### src/rtl/dispatch_ctrl.sv
`timescale 1ns/1ps
// dispatch_ctrl: small instruction queue feeding an external decoder, and a RUN/WAIT_JALR
// dispatcher that issues each decoded head to the RS or LSB while allocating a ROB entry.
module dispatch_ctrl #(
    parameter int                  IQ_DEPTH    = 4,
    parameter int                  ROB_IDX_W   = 4,
    parameter int                  OPENUM_W    = 6,
    parameter logic [OPENUM_W-1:0] OPENUM_NOP  = OPENUM_W'(0),
    parameter logic [OPENUM_W-1:0] OPENUM_JALR = OPENUM_W'(3)
) (
    input  logic                 clk_in,
    input  logic                 rst_n_in,
    input  logic                 rdy_in,
    input  logic                 if_valid_in,
    input  logic [31:0]          if_inst_in,
    input  logic [31:0]          if_pc_in,
    input  logic                 if_pred_jump_in,
    output logic                 iq_full_out,
    output logic [31:0]          dec_inst_out,
    input  logic [OPENUM_W-1:0]  dec_openum_in,
    input  logic [4:0]           dec_rd_in,
    input  logic [4:0]           dec_rs1_in,
    input  logic [4:0]           dec_rs2_in,
    input  logic [31:0]          dec_imm_in,
    input  logic                 dec_is_jump_in,
    input  logic                 dec_is_store_in,
    input  logic                 rob_full_in,
    input  logic                 rs_full_in,
    input  logic                 lsb_full_in,
    input  logic [ROB_IDX_W-1:0] rob_tag_in,
    input  logic                 jalr_done_in,
    input  logic                 flush_in,
    output logic                 rob_alloc_out,
    output logic                 rs_issue_out,
    output logic                 lsb_issue_out,
    output logic [OPENUM_W-1:0]  disp_openum_out,
    output logic [4:0]           disp_rd_out,
    output logic [4:0]           disp_rs1_out,
    output logic [4:0]           disp_rs2_out,
    output logic [31:0]          disp_imm_out,
    output logic [31:0]          disp_pc_out,
    output logic [ROB_IDX_W-1:0] disp_tag_out,
    output logic                 disp_pred_jump_out,
    output logic                 jalr_wait_out
);

    localparam int               PTR_W    = $clog2(IQ_DEPTH);
    localparam int               CNT_W    = PTR_W + 1;
    localparam logic [CNT_W-1:0] FULL_CNT = CNT_W'(IQ_DEPTH);
    localparam logic [6:0]       OPC_LOAD = 7'b0000011;

    typedef enum logic [0:0] {
        S_RUN       = 1'b0,
        S_WAIT_JALR = 1'b1
    } state_t;

    logic [31:0]          r_iq_inst [IQ_DEPTH];
    logic [31:0]          r_iq_pc   [IQ_DEPTH];
    logic [IQ_DEPTH-1:0]  r_iq_pred;
    logic [PTR_W-1:0]     r_head;
    logic [PTR_W-1:0]     r_tail;
    logic [CNT_W-1:0]     r_count;
    state_t               r_state;

    logic                 r_rob_alloc;
    logic                 r_rs_issue;
    logic                 r_lsb_issue;
    logic [OPENUM_W-1:0]  r_disp_openum;
    logic [4:0]           r_disp_rd;
    logic [4:0]           r_disp_rs1;
    logic [4:0]           r_disp_rs2;
    logic [31:0]          r_disp_imm;
    logic [31:0]          r_disp_pc;
    logic [ROB_IDX_W-1:0] r_disp_tag;
    logic                 r_disp_pred;

    logic                 w_empty;
    logic                 w_full;
    logic                 w_adv;
    logic [31:0]          w_head_inst;
    logic                 w_is_nop;
    logic                 w_is_jalr;
    logic                 w_to_lsb;
    logic                 w_unit_full;
    logic                 w_push;
    logic                 w_pop;
    logic                 w_issue;

    // Fullness uses the registered count only: a pop never frees room for a same-cycle push.
    assign w_empty     = (r_count == {CNT_W{1'b0}});
    assign w_full      = (r_count == FULL_CNT);
    assign w_adv       = rdy_in && !flush_in;
    assign w_head_inst = r_iq_inst[r_head];
    assign w_is_nop    = (dec_openum_in == OPENUM_NOP);
    assign w_is_jalr   = (dec_openum_in == OPENUM_JALR) && dec_is_jump_in;
    assign w_to_lsb    = (w_head_inst[6:0] == OPC_LOAD) || dec_is_store_in;
    assign w_unit_full = w_to_lsb ? lsb_full_in : rs_full_in;
    assign w_push      = w_adv && if_valid_in && !w_full;
    // Unknown opcodes drain without needing any back-end resource.
    assign w_pop       = w_adv && (r_state == S_RUN) && !w_empty &&
                         (w_is_nop || (!rob_full_in && !w_unit_full));
    assign w_issue     = w_pop && !w_is_nop;

    assign iq_full_out  = w_full;
    assign dec_inst_out = w_empty ? 32'd0 : w_head_inst;

    // Instruction queue storage, pointers and occupancy count.
    always_ff @(posedge clk_in or negedge rst_n_in) begin
        if (!rst_n_in) begin
            r_head    <= {PTR_W{1'b0}};
            r_tail    <= {PTR_W{1'b0}};
            r_count   <= {CNT_W{1'b0}};
            r_iq_pred <= {IQ_DEPTH{1'b0}};
            for (int i = 0; i < IQ_DEPTH; i++) begin
                r_iq_inst[i] <= 32'd0;
                r_iq_pc[i]   <= 32'd0;
            end
        end else if (rdy_in && flush_in) begin
            r_head  <= {PTR_W{1'b0}};
            r_tail  <= {PTR_W{1'b0}};
            r_count <= {CNT_W{1'b0}};
        end else begin
            if (w_push) begin
                r_iq_inst[r_tail] <= if_inst_in;
                r_iq_pc[r_tail]   <= if_pc_in;
                r_iq_pred[r_tail] <= if_pred_jump_in;
                r_tail            <= r_tail + PTR_W'(1);
            end
            if (w_pop) begin
                r_head <= r_head + PTR_W'(1);
            end
            r_count <= r_count + CNT_W'(w_push) - CNT_W'(w_pop);
        end
    end

    // Dispatch FSM with registered issue pulses and dispatch packet.
    always_ff @(posedge clk_in or negedge rst_n_in) begin
        if (!rst_n_in) begin
            r_state       <= S_RUN;
            r_rob_alloc   <= 1'b0;
            r_rs_issue    <= 1'b0;
            r_lsb_issue   <= 1'b0;
            r_disp_openum <= {OPENUM_W{1'b0}};
            r_disp_rd     <= 5'd0;
            r_disp_rs1    <= 5'd0;
            r_disp_rs2    <= 5'd0;
            r_disp_imm    <= 32'd0;
            r_disp_pc     <= 32'd0;
            r_disp_tag    <= {ROB_IDX_W{1'b0}};
            r_disp_pred   <= 1'b0;
        end else if (!rdy_in) begin
            r_rob_alloc <= 1'b0;
            r_rs_issue  <= 1'b0;
            r_lsb_issue <= 1'b0;
        end else if (flush_in) begin
            r_state     <= S_RUN;
            r_rob_alloc <= 1'b0;
            r_rs_issue  <= 1'b0;
            r_lsb_issue <= 1'b0;
        end else begin
            r_rob_alloc <= w_issue;
            r_rs_issue  <= w_issue && !w_to_lsb;
            r_lsb_issue <= w_issue && w_to_lsb;
            case (r_state)
                S_RUN: begin
                    if (w_issue && w_is_jalr) begin
                        r_state <= S_WAIT_JALR;
                    end
                end
                S_WAIT_JALR: begin
                    if (jalr_done_in) begin
                        r_state <= S_RUN;
                    end
                end
                default: r_state <= S_RUN;
            endcase
            if (w_issue) begin
                r_disp_openum <= dec_openum_in;
                r_disp_rd     <= dec_rd_in;
                r_disp_rs1    <= dec_rs1_in;
                r_disp_rs2    <= dec_rs2_in;
                r_disp_imm    <= dec_imm_in;
                r_disp_pc     <= r_iq_pc[r_head];
                r_disp_tag    <= rob_tag_in;
                r_disp_pred   <= r_iq_pred[r_head];
            end
        end
    end

    assign rob_alloc_out      = r_rob_alloc;
    assign rs_issue_out       = r_rs_issue;
    assign lsb_issue_out      = r_lsb_issue;
    assign disp_openum_out    = r_disp_openum;
    assign disp_rd_out        = r_disp_rd;
    assign disp_rs1_out       = r_disp_rs1;
    assign disp_rs2_out       = r_disp_rs2;
    assign disp_imm_out       = r_disp_imm;
    assign disp_pc_out        = r_disp_pc;
    assign disp_tag_out       = r_disp_tag;
    assign disp_pred_jump_out = r_disp_pred;
    assign jalr_wait_out      = (r_state == S_WAIT_JALR);

endmodule

### config.mk
export PLATFORM = sky130hd
export DESIGN_NAME = dispatch_ctrl
export DESIGN_NICKNAME = d
export VERILOG_FILES = /design/src/rtl/dispatch_ctrl.sv
export SDC_FILE = /design/constraint.sdc
export NUM_CORES = 1
export LEC_CHECK = 0
export CAP_MARGIN = 5
export CORE_ASPECT_RATIO = 2
export CORE_MARGIN = 2
export CORE_UTILIZATION = 68
export DETAILED_ROUTE_END_ITERATION = 7
export DONT_BUFFER_PORTS = 1
export PLACE_DENSITY = 0.87
export RECOVER_POWER = 50
export SLEW_MARGIN = 20
export SYNTH_ARGS = -nofsm -noshare
export SYNTH_HDL_FRONTEND = slang
export SYNTH_SLANG_ARGS = --single-unit
### constraint.sdc
create_clock -name clk_in -period 6.6 [get_ports clk_in]
set_input_delay 0.33 -clock clk_in [delete_from_list [all_inputs] [get_ports clk_in]]
set_output_delay 0.33 -clock clk_in [all_outputs]
set_load 0.03 [all_outputs]
Word-level counts from Yosys, hierarchy flattened
Cells that the tools add are included.

storage, ports and cells
  logic and storage cells = 104
  memories kept = 0
  RAM bits = 0
  bits in read-only memories = 0
  flip-flop bits (word level) = 361
  output and inout port bits = 127
  input port bits = 133
  bits in latches = 0

cells by class
  $add $sub $neg = 4
  multipliers = 0
  mux-type cells = 32
  bitwise gates (word level) = 5
  reduce and logical (&&, ||, !) cells = 30
  equal/unequal tests = 3
  shift-type cells = 0
  order comparisons = 6
  divide/modulo/power cells = 0

operators with widths
  cell                                                       count
  bitwise mux 128 bit                                        2
  2-to-1 mux 32 bit                                          6
  binary-select mux 32 bit (select 2 bit)                    2
  demux 32 bit (select 2 bit)                                1
  logical AND 1 bit                                          15
  2-to-1 mux 1 bit                                           12
  2-to-1 mux 2 bit                                           4
  == test 7 x 2 -> 1 bit (second input constant)             1
  logical NOT 1 bit                                          7
  == test 6 x 2 -> 1 bit (second input constant)             1
  greater-or-equal comparator 3 bit (second input constant)  2
  logical NOT 6 bit                                          1
  < comparator 2 x 3 -> 1 bit (second input constant)        2
  inverter 2 -> 3 bit                                        2
  adder 2 x 1 -> 2 bit (second input constant)               2
  bitwise mux 4 bit                                          1
  nonzero test 2 bit                                         2
  adder 3 x 1 -> 3 bit                                       1
  == test 3 bit (second input constant)                      1
  logical NOT 3 bit                                          1
  < comparator 3 x 1 -> 1 bit (second input constant)        1
  2-to-1 mux 3 bit                                           1
  inverter 1 bit                                             3
  AND reduction 3 bit                                        1
  7 further kinds                                            8

Depth between registers and ports, before layout
Gate-level depths: netlist of run 1.

  depth in word-level cells = 16
  depth in mapped cells = 12
  depth with buffers taken out = 11

Least setup slack after synthesis of run 1
Ideal clock, no wire load.

  kind = register to register
  start = reg r_head[0]
  end = reg r_count[2]
  cell stages (with the launch flop) = 13
  data arrival time = 3,063 ps
  library setup time = 122 ps
  data required time = 6,478 ps
  period minus slack after synthesis = 3,185 ps
  path buffers = 1
  slack = 3,415 ps
  cell sequence = dfrtp_1 > buf_6 > mux4_2 > nor4b_4 > mux2_4 > o31ai_1 > xnor2_1 > ha_1 > inv_1 > fa_1 > xor2_1 > xnor2_1 > a21oi_1

on the way
  word-level cells in the longest chain between the ends = 13

ends and longest elaborated chain
  item                                                  RTL line  RTL
  start: declaration                                    60        logic [PTR_W-1:0] r_head;
  start signal: assignment                              110       r_head <= {PTR_W{1'b0}};
  start signal: assignment                              119       r_head <= {PTR_W{1'b0}};
  start signal: assignment                              130       r_head <= r_head + PTR_W'(1);
  inverter 2 -> 3 bit (implied by the code)             93        assign w_head_inst = r_iq_inst[r_head];
  binary-select mux 32 bit (select 2 bit)               93
  2-to-1 mux 32 bit (implied by the code) (2 in a row)  93
  == test 7 x 2 -> 1 bit                                96        assign w_to_lsb = (w_head_inst[6:0] == OPC_LOAD) || dec_is_store_in;
  logical OR 1 bit                                      96
  2-to-1 mux 1 bit                                      97        assign w_unit_full = w_to_lsb ? lsb_full_in : rs_full_in;
  logical NOT 1 bit                                     101       (w_is_nop || (!rob_full_in && !w_unit_full));
  logical AND 1 bit                                     101
  logical OR 1 bit                                      101
  logical AND 1 bit                                     100       assign w_pop = w_adv && (r_state == S_RUN) && !w_empty &&
  subtractor 3 x 1 -> 3 bit                             132       r_count <= r_count + CNT_W'(w_push) - CNT_W'(w_pop);
  2-to-1 mux 3 bit                                      118       end else if (rdy_in && flush_in) begin
  end signal: assignment                                112       r_count <= {CNT_W{1'b0}};
  end signal: assignment                                121       r_count <= {CNT_W{1'b0}};
  end signal: assignment                                132
  end: declaration                                      62        logic [CNT_W-1:0] r_count;

Every way passes these cells. The select of a mux whose other input is x is not followed.
A chain may end at the register's enable or synchronous reset.

Worst setup path after layout of run 1
  start = reg r_head[0]
  end = reg r_count[1]

The elaborated chain is that of the path after synthesis.

==> qor.csv, run 1 <==
stage;metric;value;unit
timing;tightest_slew;1.10;ns
pwr;p_per_area;473;nW/um^2
critical_path;worstSetupPathType;flip-flop to flip-flop;
timing;fmax;226;MHz
timing;finalSetupTns;0;ns
timing;fin_crit;4.42;ns
synth;synth_top_cells_by_area;dfrtp_1, mux2_2, mux4_2;
floorplanning;core_area;22600;um^2
global_routing;grt_pass1_wl;54600;um
timing;finalHoldViolCount;361;
detailed_routing;routedWlPerCell;25.3;um
detailed_routing;drc;0;
placement;finalWeightedCongestion;0.754;
placement;dpl.cell_count;1159;
detailed_routing;wl;34200;um
clock_network;clock-sinks;361;
global_routing;grt_pass1_vias;9683;
layout;syn_to_final_growth;17.1;%
clock_network;post_cts_resized;0;
synth;async_reset_ff_share;100;%
layout;seq_area;9040;um^2
layout;fillers;1140;
run_status;violations;hold timing;
synth;yosysTopAreaCellShare;57.9;%
synth;ys_seq_area_share;57.9;%
pwr;ir_worst_vdd;0.414;mV
placement;port-buffer-count;0;
timing;min_period_over_period;66.9;%
detailed_routing;routedLengthMet1;12200;um
synth;ys.flop_type;dfrtp_1;
detailed_routing;first_pass_iters;5;
timing;slew_headroom;26.9;%
synth;synth_edf_count;0;
detailed_routing;dr_total_vias;8550;
clock_network;clockBufferDepth;3;
timing;finalMaxSlewViolations;0;
placement;post-dp-hpwl;18600;um
global_routing;grt_max_degree;362;
floorplanning;initial_core_util;68.9;%
global_routing;antenna_found_initial;6;
floorplanning;num_rows;78;
pwr;p_leak;0.00861;uW
critical_path;cp_data_arrival_time;4.81;ns
timing;whs;-0.488;ns
run_status;status;finished, violations left;
synth;synth_nets;1068;
synth;syn_inst;929;
clock_network;ctsHoldBuffers;127;
layout;multi_input_area;6320;um^2
worst_hold_path;min_path_type;primary input to async pin;
critical_path;cp_max_fo;43;
clock_network;clock_latency;0.53;ns
critical_path;r2r_setup_slack;2.18;ns
global_routing;track_usage;29.0;%
detailed_routing;ant_nets;0;
synth;ys_warn_count;0;
clock_network;cts_setup_buffers;0;
detailed_routing;drt_iter0_markers;441;
layout;fin_cells;1353;
floorplanning;die_height;218;um
clock_network;clk_pin_slew;0.06;ns
clock_network;numCtsBuffers;34;
floorplanning;die_w;111;um
clock_network;cts_tree;done;
detailed_routing;vias_per_cell;6.32;
floorplanning;die_area;24200;um^2
critical_path;startpoint_type;flip-flop;
global_routing;grt_overflow;0;
synth;syn_avg_cell_area;16.8;um^2
timing;worst_clock_skew;0.0262;ns
synth;yosys_register_bits;361;
layout;final_nets;1181;
job;max_cap_viol_count;0;
synth;synth.largest_area_cell;dfrtp_1;
detailed_routing;dr_wl_met3;1740;um
critical_path;required;6.99;ns
synth;synth_area;15600;um^2
floorplanning;ioPinCount;260;
layout;drive_gt1_share;46.3;%
timing;rsz0062_at_grt;no;
clock_network;cts-root-buf;clkbuf_16;
synth;ys_types;39;
detailed_routing;highest_layer;met4;
detailed_routing;dr_wl_met2;18900;um
timing;setup_viol;0;
critical_path;critPathCaptureType;flip-flop;
clock_network;h-tree-depth;2;
[sequential cells by signal, indices dropped and copies added (netlist names)]
| register | cells |
|---|---|
| disp_imm_out | 32 |
| disp_openum_out | 6 |
| disp_pc_out | 32 |
| disp_pred_jump_out | 1 |
| disp_rd_out | 5 |
| disp_rs1_out | 5 |
| disp_rs2_out | 5 |
| disp_tag_out | 4 |
| jalr_wait_out | 1 |
| lsb_issue_out | 1 |
| r_count | 3 |
| r_head | 2 |
| r_iq_inst | 128 |
| r_iq_pc | 128 |
| r_iq_pred | 4 |
| r_tail | 2 |
| rob_alloc_out | 1 |
| rs_issue_out | 1 |
[cell families (layout without fill, tap and decap cells)]
group | count (synthesis) | count (layout) | share of synthesized area [%]
AOI/OAI and AO/OA | 18 | 18 | 0.906
adders and majority gates | 6 | 6 | 0.529
muxes | 417 | 417 | 36.2
buffers and inverters | 62 | 200 | 1.90
DFF | 361 | 361 | 57.9
and+or+nand+nor | 62 | 62 | 2.44
other | 0 | 6 | 0
xor gates and xnor gates | 3 | 3 | 0.168
[worst paths after layout]
path | depth (start not counted) | to | start
max | 10 | r_count[1]$_DFF_PN0_ | r_head[0]$_DFFE_PN0P_
min | 0 | disp_rd_out[2]$_DFFE_PN0P_ | rst_n_in
max reg2reg | 10 | r_count[1]$_DFF_PN0_ | r_head[0]$_DFFE_PN0P_
min reg2reg | 1 | r_iq_pc[19]$_DFFE_PN0P_ | r_iq_pc[19]$_DFFE_PN0P_
max in group asynchronous | 0 | r_iq_pc[87]$_DFFE_PN0P_ | rst_n_in
min in group clk_in | 2 | jalr_wait_out$_DFFE_PN0P_ | dec_openum_in[1]
[layer usage]
metal / vias up / GRT usage, %
li1: 3623 / -
met1: 4591 / 33.6
met2: 257 / 51.7
met3: 79 / 6.54
met4: 0 / 13.2
met5: - / 0
[cells in the mapped netlist (4+ instances only)]
| master | n |
|---|---|
| mux2_4 | 57 |
| ha_1 | 5 |
| nand2_1 | 11 |
| nor2_1 | 4 |
| clkbuf_1 | 43 |
| mux2_2 | 294 |
| mux4_2 | 65 |
| inv_1 | 5 |
| dfrtp_1 | 361 |
| nor2b_1 | 32 |
| nor3_1 | 4 |
| buf_6 | 8 |
[area by class of cell]
type | instances | area share [%]
clock inverter | 14 | 1.12
clock buffer | 47 | 5.42
sequential | 361 | 49.5
inverter | 5 | 0.103
timing repair buffer | 134 | 7.31
tap | 280 | 1.92
multi-input combinational | 506 | 34.6
antenna | 6 | 0.0822
[worst max-delay path, stage by stage, from the launching register on]
cell and delay (ns):
dfrtp_4 1.01, mux4_2 0.64, nor4b_4 0.40, mux2_4 0.37, o31ai_1 0.41, xnor2_1 0.17, ha_1 0.17, inv_1 0.05
fa_1 0.47, a21oi_1 0.04, dlygate4sd3_1 0.56
[cells in the final DEF, fill, tap and decap left out, drive strengths merged, types with 2 or more instances in the layout]
cell type,instances
nor3,4
inv,6
nor2,4
a31oi,2
bufinv,5
mux4,65
nand2,11
nor3b,2
clkinvlp,2
dlygate4sd3,127
xnor2,2
buf,7
o41ai,2
clkinv,6
o211ai,2
clkbuf,47
ha,5
o21ai,4
a21oi,3
diode,6
nor2b,32
mux2,351
dfrtp,361
nor4bb,2
[metrics by stage]
stage	power [uW]	setup WS, ns	hold slack (ns)	area [um^2]	util, %
global placement	6300	2.36	0.0408	15800	69.8
detailed placement	6450	2.28	0.0437	15800	69.8
CTS	8620	2.14	-0.517	18300	80.7
global route	9010	1.94	-0.508	18300	80.7
finish	8650	2.18	-0.488	18300	80.7
floorplan	5930	3.42	0.0344	15600	-
[report_power, final]
part           leakage [uW]  internal [uW]  switching, uW
Combinational       0.00338           1360            944
Sequential          0.00464           3140           1120
Clock              0.000587           1250            828
No activity file was read; power rests on OpenSTA's default activity.
==> run 2, diff against run 1 <==
--- a/config.mk
+++ b/config.mk
@@ -8,10 +8,10 @@
 export CAP_MARGIN = 5
 export CORE_ASPECT_RATIO = 2
 export CORE_MARGIN = 2
-export CORE_UTILIZATION = 68
+export CORE_UTILIZATION = 63
 export DETAILED_ROUTE_END_ITERATION = 7
 export DONT_BUFFER_PORTS = 1
-export PLACE_DENSITY = 0.87
+export PLACE_DENSITY = 0.82
 export RECOVER_POWER = 50
 export SLEW_MARGIN = 20
 export SYNTH_ARGS = -nofsm -noshare
==> constraint.sdc (replaced) <==
create_clock -name clk_in -period 4.1 [get_ports clk_in]
set_input_delay 0.205 -clock clk_in [delete_from_list [all_inputs] [get_ports clk_in]]
set_output_delay 0.205 -clock clk_in [all_outputs]
set_load 0.03 [all_outputs]
==> qor.csv, run 2 (synthesis results as in run 1) <==
stage;metric;value;unit
global_routing;grt_max_degree;362;
worst_hold_path;min_path_type;primary input to async pin;
clock_network;numCtsBuffers;31;
critical_path;cp_max_fo;37;
layout;stdcell_area;18300;um^2
global_routing;gr-usage-met2;46.2;%
detailed_routing;ant_nets;0;
detailed_routing;wl;33400;um
run_status;violations;hold timing;
critical_path;worstSetupPathType;flip-flop to flip-flop;
clock_network;ctsHoldBuffers;127;
pwr;p_leak;0.00858;uW
pwr;ir_worst_vdd;0.444;mV
layout;fin_cells;1404;
timing;finalHoldViolCount;361;
floorplanning;die_height;227;um
timing;fin_ws;0.476;ns
placement;port-buffer-count;0;
layout;syn_to_final_growth;17.2;%
global_routing;grt-busiest-layer;met2;
clock_network;clock-sinks;361;
timing;fin_crit;3.62;ns
clock_network;cts_setup_buffers;0;
timing;worst_clock_skew;0.00920;ns
layout;drive_gt1_share;46.4;%
detailed_routing;drc;0;
clock_network;cts-root-buf;clkbuf_16;
global_routing;grtUsageMet3;4.25;%
global_routing;track_usage;25.9;%
detailed_routing;vias_per_cell;6.04;
timing;fmax;276;MHz
clock_network;post_cts_resized;0;
timing;min_period_over_period;88.4;%
global_routing;grt_overflow;0;
layout;final_common_cell;dfrtp_1;
floorplanning;num_rows;81;
critical_path;cp_data_arrival_time;4.06;ns
detailed_routing;routedWlPerCell;23.8;um
detailed_routing;drt_iter0_markers;499;
placement;post-dp-hpwl;19200;um
clock_network;cts_tree;done;
global_routing;grt_pass1_vias;9565;
layout;fillers;1410;
floorplanning;die_w;115;um
critical_path;required;4.54;ns
clock_network;clockBufferDepth;3;
pwr;p_per_area;742;nW/um^2
detailed_routing;dr_total_vias;8482;
timing;finalMaxSlewViolations;0;
floorplanning;initial_core_util;63.9;%
placement;place_area;15900;um^2
timing;whs;-0.660;ns
job;max_cap_viol_count;0;
detailed_routing;first_pass_iters;4;
global_routing;grt_pass1_wl;52000;um
timing;setup_viol;0;
layout;final_nets;1185;
global_routing;antenna_found_initial;2;
layout;final_cell_mix;dfrtp_1, mux2_2, dlygate4sd3_1;
critical_path;startpoint_type;flip-flop;
timing;slew_headroom;26.5;%
floorplanning;ioPinCount;260;
placement;dp_worst_setup_slack;0.507;ns
critical_path;critPathCaptureType;flip-flop;
global_routing;gr-usage-met1;30.6;%
clock_network;clock_latency;0.56;ns
timing;rsz0062_at_grt;no;
floorplanning;die_area;26100;um^2
floorplanning;core_area;24400;um^2
timing;finalSetupTns;0;ns
timing;tightest_slew;1.10;ns
layout;top_regs;r_iq_inst x128, r_iq_pc x128;
clock_network;clk_pin_slew;0.07;ns
placement;finalWeightedCongestion;0.779;
run_status;status;finished, violations left;
clock_network;h-tree-depth;1;
placement;dpl.cell_count;1218;
run 2: cell count changes in the layout (fill, tap and decap cells not counted):
cell,change
buf_12,+1
clkinvlp_4,+1
clkinv_2,-1
clkinv_4,+2
diode_2,-3
clkbuf_16,-4
clkbuf_8,-3
buf_4,+6
run 2: cell type report:
type / count / area [um^2] / share of cell area (%)
Inverter: 5 / 18.8 / 0.103
Multi-Input combinational cell: 506 / 6320 / 34.6
Tap cell: 332 / 415 / 2.27
Timing Repair Buffer: 141 / 1400 / 7.67
Clock buffer: 40 / 850 / 4.65
Sequential cell: 361 / 9040 / 49.5
Clock inverter: 16 / 224 / 1.23
Antenna cell: 3 / 7.51 / 0.0411
run 2: worst max-delay path, stage by stage, from the launching register on:
cell,delay (ns)
dfrtp_4,0.55
buf_4,0.40
mux4_2,0.60
nor3b_2,0.30
o41ai_2,0.16
o21ai_4,0.48
buf_12,0.32
o41ai_2,0.11
dlygate4sd3_1,0.57
run 2: per-stage QoR:
step                      power, uW  utilization [%]
after detailed placement      10400             65.2
after floorplan                9540                -
after global placement        10200             65.2
after global routing          14200             74.8
after CTS                     13600             74.8
final                         13600             74.8
run 2: worst paths after layout:
kind / slack [ns] / cells past startpoint / end / startpoint
setup / recovery: 0.48 / 8 / jalr_wait_out$_DFFE_PN0P_ / r_head[0]$_DFFE_PN0P_
hold / removal: -0.66 / 0 / disp_rs2_out[3]$_DFFE_PN0P_ / rst_n_in
setup reg to reg: 0.48 / 8 / jalr_wait_out$_DFFE_PN0P_ / r_head[0]$_DFFE_PN0P_
hold reg to reg: 0.50 / 1 / r_iq_pc[21]$_DFFE_PN0P_ / r_iq_pc[21]$_DFFE_PN0P_
max in group asynchronous: 4.02 / 0 / disp_imm_out[15]$_DFFE_PN0P_ / rst_n_in
min in group clk_in: 0.03 / 3 / r_head[1]$_DFFE_PN0P_ / flush_in
run 2: layer usage:
metal	vias up	wire length [um]
li1	3640	-
met1	4511	12700
met2	261	18000
met3	70	1580
met4	0	1130
met5	-	0
run 2: power by group:
group | switching, uW | internal (uW)
clock network | 1290 | 1780
logic | 1540 | 2190
registers | 1710 | 5050
==> run 3, diff against run 2 <==
--- a/config.mk
+++ b/config.mk
@@ -9,6 +9,7 @@
 export CORE_ASPECT_RATIO = 2
 export CORE_MARGIN = 2
 export CORE_UTILIZATION = 63
+export CTS_BUF_LIST = sky130_fd_sc_hd__clkbuf_8 sky130_fd_sc_hd__clkbuf_16
 export DETAILED_ROUTE_END_ITERATION = 7
 export DONT_BUFFER_PORTS = 1
 export PLACE_DENSITY = 0.82
==> qor.csv, run 3 (synthesis results as in run 1) <==
stage;metric;value;unit
run_status;status;finished, violations left;
run_status;violations;hold timing;
clock_network;clk_pin_slew;0.07;ns
floorplanning;initial_core_util;63.9;%
global_routing;track_usage;25.9;%
placement;place_area;15900;um^2
clock_network;clock-sinks;361;
pwr;ir_worst_vdd;0.444;mV
critical_path;r2r_start;r_head[0]$_DFFE_PN0P_;
clock_network;clockBufferDepth;3;
detailed_routing;drt_iter0_markers;466;
timing;finalHoldViolCount;361;
layout;multi_input_area;6320;um^2
timing;fmax;276;MHz
clock_network;cts_setup_buffers;0;
layout;syn_to_final_growth;17.2;%
floorplanning;core_area;24400;um^2
layout;final_cell_mix;dfrtp_1, mux2_2, dlygate4sd3_1;
layout;drive_gt1_share;46.4;%
timing;slew_headroom;25.9;%
placement;post-dp-hpwl;19200;um
floorplanning;die_area;26100;um^2
layout;stdcell_area;18300;um^2
floorplanning;die_height;227;um
floorplanning;num_rows;81;
critical_path;r2r_setup_slack;0.48;ns
timing;tightest_slew;1.11;ns
worst_hold_path;min_path_type;primary input to async pin;
clock_network;post_cts_resized;0;
detailed_routing;first_pass_iters;4;
critical_path;cp_max_fo;37;
timing;fin_crit;3.62;ns
timing;setup_viol;0;
placement;port-buffer-count;0;
global_routing;grt_max_degree;362;
clock_network;ctsHoldBuffers;127;
floorplanning;die_w;115;um
layout;final_common_cell;dfrtp_1;
timing;worst_clock_skew;0.0107;ns
floorplanning;ioPinCount;260;
critical_path;required;4.54;ns
clock_network;numCtsBuffers;31;
timing;whs;-0.660;ns
critical_path;reg2regPathDepth;8;
critical_path;crit-reg2reg-capture;jalr_wait_out$_DFFE_PN0P_;
timing;finalSetupTns;0;ns
global_routing;grt_pass1_wl;52000;um
global_routing;grt_pass1_vias;9565;
layout;seq_area;9040;um^2
layout;fillers;1410;
pwr;p_per_area;741;nW/um^2
detailed_routing;wl;33400;um
critical_path;startpoint_type;flip-flop;
clock_network;cts_tree;done;
clock_network;h-tree-depth;1;
detailed_routing;drc;0;
detailed_routing;ant_nets;0;
critical_path;critPathCaptureType;flip-flop;
clock_network;cts-root-buf;clkbuf_16;
detailed_routing;routedWlPerCell;23.8;um
clock_network;clock_latency;0.56;ns
timing;min_period_over_period;88.3;%
global_routing;antenna_found_initial;2;
detailed_routing;dr_total_vias;8478;
critical_path;cp_data_arrival_time;4.06;ns
detailed_routing;vias_per_cell;6.04;
layout;top_regs;r_iq_inst x128, r_iq_pc x128;
timing;finalMaxSlewViolations;0;
timing;rsz0062_at_grt;no;
pwr;p_leak;0.00860;uW
placement;finalWeightedCongestion;0.779;
layout;final_nets;1185;
global_routing;grt_overflow;0;
critical_path;worstSetupPathType;flip-flop to flip-flop;
job;max_cap_viol_count;0;
## run 3: changes by cell type in the layout (fill, tap and decap cells not counted), sizes merged
cell,before,now
clkbuf,40,35
inv,6,11
## run 3: worst max path at each step
stage	from	to	slack, ns	cells past startpoint
after floorplan	r_head[0]$_DFFE_PN0P_	r_count[2]$_DFF_PN0_	0.92	12
after global placement	r_head[0]$_DFFE_PN0P_	r_count[2]$_DFF_PN0_	0.55	12
after detailed placement	r_head[0]$_DFFE_PN0P_	r_count[2]$_DFF_PN0_	0.51	12
after CTS	r_head[0]$_DFFE_PN0P_	jalr_wait_out$_DFFE_PN0P_	0.42	8
after global routing	r_head[0]$_DFFE_PN0P_	r_count[2]$_DFF_PN0_	0.20	12
final	r_head[0]$_DFFE_PN0P_	jalr_wait_out$_DFFE_PN0P_	0.48	8
## run 3: area by class of cell
type	count	area share, %
antenna	3	0.0411
timing repair buffer	141	7.67
tap	332	2.27
inverter	5	0.103
multi-input combinational	506	34.6
sequential	361	49.5
clock buffer	35	4.55
clock inverter	21	1.33
## run 3: worst max-delay path, cell delays in order, from the launching register on
cell and delay [ns]:
dfrtp_4 0.55, buf_4 0.40, mux4_2 0.60, nor3b_2 0.30, o41ai_2 0.16, o21ai_4 0.48, buf_12 0.32, o41ai_2 0.11
dlygate4sd3_1 0.57
## run 3: power breakdown
| group | switching (uW) | total (uW) | internal [uW] |
|---|---|---|---|
| Sequential | 1710 | 6760 | 5050 |
| Clock | 1290 | 3060 | 1770 |
| Combinational | 1540 | 3730 | 2190 |
| Total | 4540 | 13500 | 9010 |
## run 3: metal layers
layer / GRT usage, % / up-vias / part of all wire (%)
met4: 11.2 / 0 / 3.3
met2: 46.2 / 255 / 54
met3: 4.25 / 67 / 4.8
met1: 30.6 / 4519 / 38
li1: - / 3637 / -
met5: 0 / - / 0
## run 3: stage by stage
step           total power [uW]  hold WS [ns]  utilization, %  cells  worst slack [ns]
3_5_place_dp              10400       -0.0820            65.2   1218             0.507
3_3_place_gp              10200       -0.0836            65.2   1218             0.546
4_1_cts                   13600        -0.687            74.8   1401             0.421
2_1_floorplan              9540       -0.0906               -    929             0.915
6_report                  13500        -0.660            74.8   1404             0.479
5_1_grt                   14200        -0.687            74.8   1403             0.203
